[src/rtl/wb_trace_monitor.sv]
// rtl/wb_trace_monitor.sv - multi-port writeback trace collector with timestamped FIFO and hang detect
module wb_trace_monitor #(
   parameter int NUM_PORTS = 2,
   parameter int PC_W      = 32,
   parameter int DATA_W    = 32,
   parameter int RD_W      = 6,
   parameter int DEPTH     = 16,
   parameter int TS_W      = 32,
   parameter int TIMEOUT   = 1024
) (
   input  logic                          clk,
   input  logic                          rst,
   input  logic                          enable,
   input  logic                          clear_stats,
   input  logic [NUM_PORTS-1:0]          wb_valid,
   input  logic [NUM_PORTS*PC_W-1:0]     wb_pc,
   input  logic [NUM_PORTS*RD_W-1:0]     wb_rd,
   input  logic [NUM_PORTS*DATA_W-1:0]   wb_data,
   output logic                          trace_valid,
   input  logic                          trace_ready,
   output logic [PC_W-1:0]               trace_pc,
   output logic [RD_W-1:0]               trace_rd,
   output logic [DATA_W-1:0]             trace_data,
   output logic [$clog2(NUM_PORTS):0]    trace_port,
   output logic [TS_W-1:0]               trace_ts,
   output logic [$clog2(DEPTH):0]        fifo_level,
   output logic [TS_W-1:0]               event_count,
   output logic [TS_W-1:0]               drop_count,
   output logic                          hang
);

   localparam int AW = $clog2(DEPTH);
   localparam int LW = AW + 1;
   localparam int PW = $clog2(NUM_PORTS) + 1;
   localparam int IW = $clog2(TIMEOUT + 1);

   // Record storage; pointers carry one extra wrap bit so full and empty are exact
   logic [PC_W-1:0]   mem_pc   [DEPTH];
   logic [RD_W-1:0]   mem_rd   [DEPTH];
   logic [DATA_W-1:0] mem_data [DEPTH];
   logic [PW-1:0]     mem_port [DEPTH];
   logic [TS_W-1:0]   mem_ts   [DEPTH];

   logic [LW-1:0]     wr_ptr;
   logic [LW-1:0]     rd_ptr;
   logic [LW-1:0]     occ;
   logic [LW-1:0]     free_slots;
   logic [LW-1:0]     push_cnt;
   logic [LW-1:0]     drop_cnt;
   logic [NUM_PORTS-1:0] wr_en;
   logic [AW-1:0]     wr_addr [NUM_PORTS];
   logic [TS_W-1:0]   cycle_cnt;
   logic [IW-1:0]     idle_cnt;
   logic              any_valid;
   logic              pop;

   function automatic logic [TS_W-1:0] sat_add(input logic [TS_W-1:0] a, input logic [LW-1:0] b);
      logic [TS_W:0] s;
      s = {1'b0, a} + (TS_W+1)'(b);
      return s[TS_W] ? '1 : s[TS_W-1:0];
   endfunction

   assign occ        = wr_ptr - rd_ptr;
   assign free_slots = LW'(DEPTH) - occ;
   assign any_valid  = |wb_valid;
   assign pop        = (occ != '0) && trace_ready;

   // Slot allocation: valid ports take consecutive slots in ascending index until space runs out
   always_comb begin
      push_cnt = '0;
      drop_cnt = '0;
      wr_en    = '0;
      for (int i = 0; i < NUM_PORTS; i++) begin
         wr_addr[i] = '0;
         if (enable && wb_valid[i]) begin
            if (push_cnt < free_slots) begin
               wr_en[i]   = 1'b1;
               wr_addr[i] = wr_ptr[AW-1:0] + push_cnt[AW-1:0];
               push_cnt   = push_cnt + 1'b1;
            end else begin
               drop_cnt   = drop_cnt + 1'b1;
            end
         end
      end
   end

   // Record payload writes; storage needs no reset since pointers define validity
   always_ff @(posedge clk) begin
      for (int i = 0; i < NUM_PORTS; i++) begin
         if (wr_en[i]) begin
            mem_pc[wr_addr[i]]   <= wb_pc[i*PC_W +: PC_W];
            mem_rd[wr_addr[i]]   <= wb_rd[i*RD_W +: RD_W];
            mem_data[wr_addr[i]] <= wb_data[i*DATA_W +: DATA_W];
            mem_port[wr_addr[i]] <= PW'(i);
            mem_ts[wr_addr[i]]   <= cycle_cnt;
         end
      end
   end

   // Pointers, free-running cycle stamp, statistics and sticky hang flag
   always_ff @(posedge clk) begin
      if (rst) begin
         wr_ptr      <= '0;
         rd_ptr      <= '0;
         cycle_cnt   <= '0;
         event_count <= '0;
         drop_count  <= '0;
         idle_cnt    <= '0;
         hang        <= 1'b0;
      end else begin
         cycle_cnt <= cycle_cnt + 1'b1;
         wr_ptr    <= wr_ptr + push_cnt;
         rd_ptr    <= rd_ptr + LW'(pop);
         if (clear_stats) begin
            event_count <= '0;
            drop_count  <= '0;
            idle_cnt    <= '0;
            hang        <= 1'b0;
         end else if (enable) begin
            event_count <= sat_add(event_count, push_cnt);
            drop_count  <= sat_add(drop_count, drop_cnt);
            if (any_valid) begin
               idle_cnt <= '0;
            end else if (idle_cnt != IW'(TIMEOUT)) begin
               idle_cnt <= idle_cnt + 1'b1;
            end
            // Set on the edge where the idle count reaches TIMEOUT
            if (!any_valid && idle_cnt >= IW'(TIMEOUT - 1)) begin
               hang <= 1'b1;
            end
         end
      end
   end

   assign trace_valid = (occ != '0);
   assign trace_pc    = mem_pc[rd_ptr[AW-1:0]];
   assign trace_rd    = mem_rd[rd_ptr[AW-1:0]];
   assign trace_data  = mem_data[rd_ptr[AW-1:0]];
   assign trace_port  = mem_port[rd_ptr[AW-1:0]];
   assign trace_ts    = mem_ts[rd_ptr[AW-1:0]];
   assign fifo_level  = occ;

endmodule

[config.mk]
export PLATFORM = sky130hd
export DESIGN_NAME = wb_trace_monitor
export DESIGN_NICKNAME = d
export VERILOG_FILES = /design/src/rtl/wb_trace_monitor.sv
export SDC_FILE = /design/constraint.sdc
export NUM_CORES = 2
export LEC_CHECK = 0
export ABC_AREA = 1
export CELL_PAD_IN_SITES_DETAIL_PLACEMENT = 0
export CELL_PAD_IN_SITES_GLOBAL_PLACEMENT = 1
export CORE_MARGIN = 5
export CORE_UTILIZATION = 48
export DETAILED_ROUTE_END_ITERATION = 7
export HOLD_SLACK_MARGIN = 0.02
export PLACE_DENSITY = 0.85
export SYNTH_ARGS = -nofsm -noshare
export SYNTH_HDL_FRONTEND = slang
export SYNTH_SLANG_ARGS = --single-unit
[constraint.sdc]
create_clock -name clk -period 12.6 [get_ports clk]
set_input_delay 3.15 -clock clk [delete_from_list [all_inputs] [get_ports clk]]
set_output_delay 3.15 -clock clk [all_outputs]
set_load 0.01 [all_outputs]
==> results.json <==
{
  "status": "finished, violations left",
  "violations": "max-slew violations",
  "slew_viol_final": 56,
  "cp_data_required_time_ns": 9.45,
  "core_area_mm2": 0.181,
  "clk_latency_ns": 0.85,
  "path_clk_slew_ns": 0.06,
  "crit_path_start": "rd_ptr[1]$_SDFF_PP0_",
  "post_cts_buffers": 0,
  "hold_path.class": "flip-flop to flip-flop",
  "grt_overflow": 0,
  "cts_buffers": 189,
  "seq_area_frac_synth_pct": 59.4,
  "clockRootBuffer": "clkbuf_16",
  "arrival_ns": 5.61,
  "first_iter_violations": 9406,
  "timing.rr.end": "mem_pc[6][6]$_DFFE_PP_",
  "htreeDepth": 4,
  "cts_tree": "built",
  "final_layout_size_suffix_gt1_share_pct": 4.81,
  "wl_per_cell_um": 25.0,
  "cp_cell_sequence": "buf_4 -> buf_12 -> buf_4 -> o21ai_0 -> o221ai_1 -> nand3_1 -> nand3_1 -> clkdlybuf4s50_1",
  "nNetsFinal": 9431,
  "via_count": 73110,
  "place_hpwl_um": 157000,
  "instances_no_fill": 11796,
  "fin_crit_sh_pct": 69.6,
  "synth_seq_cells": 1766,
  "cp-end-kind": "primary output",
  "yosys-top-cells-area": "edfxtp_1, nand2_1, nand3_1",
  "fp-row-count": 156,
  "syn_area_mm2": 0.0870,
  "synth_fp_nets": 9793,
  "r2r_start": "rd_ptr[2]$_SDFF_PP0_",
  "setup-violations-final": 0,
  "rsz0062_at_grt": "false",
  "synth_cell_types": 42,
  "synth_ff_type": "edfxtp_1",
  "place_inst": 11440,
  "finalWeightedCongestion": 0.838,
  "clock_skew_ns": 0.0469,
  "final_area_mm2": 0.0963,
  "tightest_slew_ns": 1.55,
  "synth-async-reset-ratio_pct": 0,
  "initial_core_util_pct": 48.2,
  "rr_worst_depth": 22,
  "synth_area_per_cell_um2": 9.04,
  "worstSetupPathType": "flip-flop to primary output",
  "hold_depth": 2,
  "min_from": "mem_port[9]$_DFF_P_",
  "ant_nets": 0,
  "synth_top_area_share_pct": 56.4,
  "holdPathEnd": "mem_port[9]$_DFF_P_",
  "cts_hold_buffers": 0,
  "ios": 322,
  "final_util_pct": 53.4,
  "layout_min_cycle_time_ns": 8.76,
  "yosysTopAreaCell": "edfxtp_1",
  "ys_warn_count": 0,
  "die_h_um": 436,
  "worst_slack_ns": 3.84,
  "die_area_mm2": 0.190,
  "ir_drop_uv": 175,
  "max_slew_margin_pct": -3.45,
  "finalHoldViolCount": 0,
  "maxCapViolCount": 0,
  "worst_setup_path_start_kind": "flip-flop",
  "crit_fanout": 154,
  "antenna_found_initial": 11,
  "dr.pass1.iters": 6,
  "synth_cells": 9623,
  "post_cts_resized": 0,
  "die_w_um": 436,
  "fmax_mhz": 114,
  "area_growth_pct": 10.8,
  "place_area_mm2": 0.0902,
  "finalPower_mw": 17.8,
  "slowest_delay_ns": 0.89,
  "clockBufferDepth": 3,
  "port-buffer-count": 320,
  "power_density_mw_per_mm2": 185,
  "grt_use_total_pct": 30.0,
  "dp_slack_ns": 3.55,
  "cts_sinks": 1766,
  "synth_edf_count": 1632,
  "drt_wl_total_um": 295000,
  "critical-path-slowest-cell": "buf_4",
  "whs_ns": 0.446,
  "drc": 0,
  "first_global_vias": 70238,
  "grt_max_degree": 219,
  "via_per_inst": 6.20,
  "setup_tns_ns": 0,
  "p_leak_nw": 36.0,
  "r2r_setup_slack_ns": 4.77,
  "grt_pass1_wl_um": 441000
}
[sequential cells by signal, summed over array words and instances (netlist names)]
register and cells:
cycle_cnt 32, drop_count 32, event_count 32, hang 1
idle_cnt 11, mem_data 512, mem_pc 512, mem_port 16
mem_rd 96, mem_ts 512, rd_ptr 5, wr_ptr 5
[routing by layer]
layer  track usage (%)  part of all wire, %
met3              4.67                  9.8
met2              49.4                   47
met5                 0                0.023
met4              14.0                  4.9
met1              39.2                   38
[critical path, delay by kind of cell (launching register included)]
kind	cells	cell delay (ns)
buffers and inverters	4	2.92
DFF	1	0.69
AOI/OAI and AO/OA	2	0.61
and+or+nand+nor	2	0.42
[cells by family after synthesis]
group,count (synthesis),synth area share (%)
xor+xnor,46,0.463
flops,1766,59.4
fa+ha+maj,23,0.357
other cells,1,0.00431
simple gates,5212,24.8
buf+inv,1147,5.46
compound gates,1428,9.46
[cells in the mapped netlist, types with 7 or more instances]
master and n:
dfxtp_1 134, or2_2 11, a31oi_1 7, edfxtp_1 1632, ha_1 20, clkbuf_1 566, nand2_1 2767, buf_2 326
o221ai_1 164, o21ai_0 866, inv_2 7, o211ai_1 43, buf_1 91, xor2_1 28, nand3_1 1356, inv_1 148
nand4_1 30, nor2_1 964, o22ai_1 250, nor3_1 42, a21oi_1 89, xnor2_1 18, nand3b_1 7
[how the worst max path moves through the flow]
stage | endpoint | slack, ns | depth (start not counted)
floorplan | mem_data[12][0]$_DFFE_PP_ | 1.00 | 5
finish | trace_pc[28] | 3.84 | 8
CTS | trace_pc[28] | 3.78 | 8
global route | trace_pc[28] | 3.59 | 8
global placement | mem_data[6][28]$_DFFE_PP_ | 3.53 | 15
detailed placement | mem_data[6][28]$_DFFE_PP_ | 3.55 | 15
[area by class of cell]
class | count | area, µm²
diodes | 8 | 20.0
well taps | 2370 | 2970
inverters | 157 | 619
clock inverters | 108 | 1100
clock buffers | 240 | 5000
multi-input cells | 6710 | 30800
repair buffers | 437 | 4180
fillers | 15825 | 84200
flip-flops and latches | 1766 | 51700
[power breakdown]
part           internal (mW)  switching [mW]  leakage, nW
logic                   1.54            3.69         17.2
registers               6.91           0.122         15.8
clock network           3.10            2.44         2.98
[layout by cell type, fill, tap and decap left out, types with 109 or more instances in the layout]
cell / n
inv_1: 148
nand2_1: 2750
clkdlybuf4s50_1: 319
o22ai_1: 250
dfxtp_1: 131
buf_4: 109
o21ai_0: 862
edfxtp_1: 1632
nor2_1: 963
o221ai_1: 164
clkbuf_16: 189
nand3_1: 1356
Note: power is estimated with default switching activity, not from simulation.
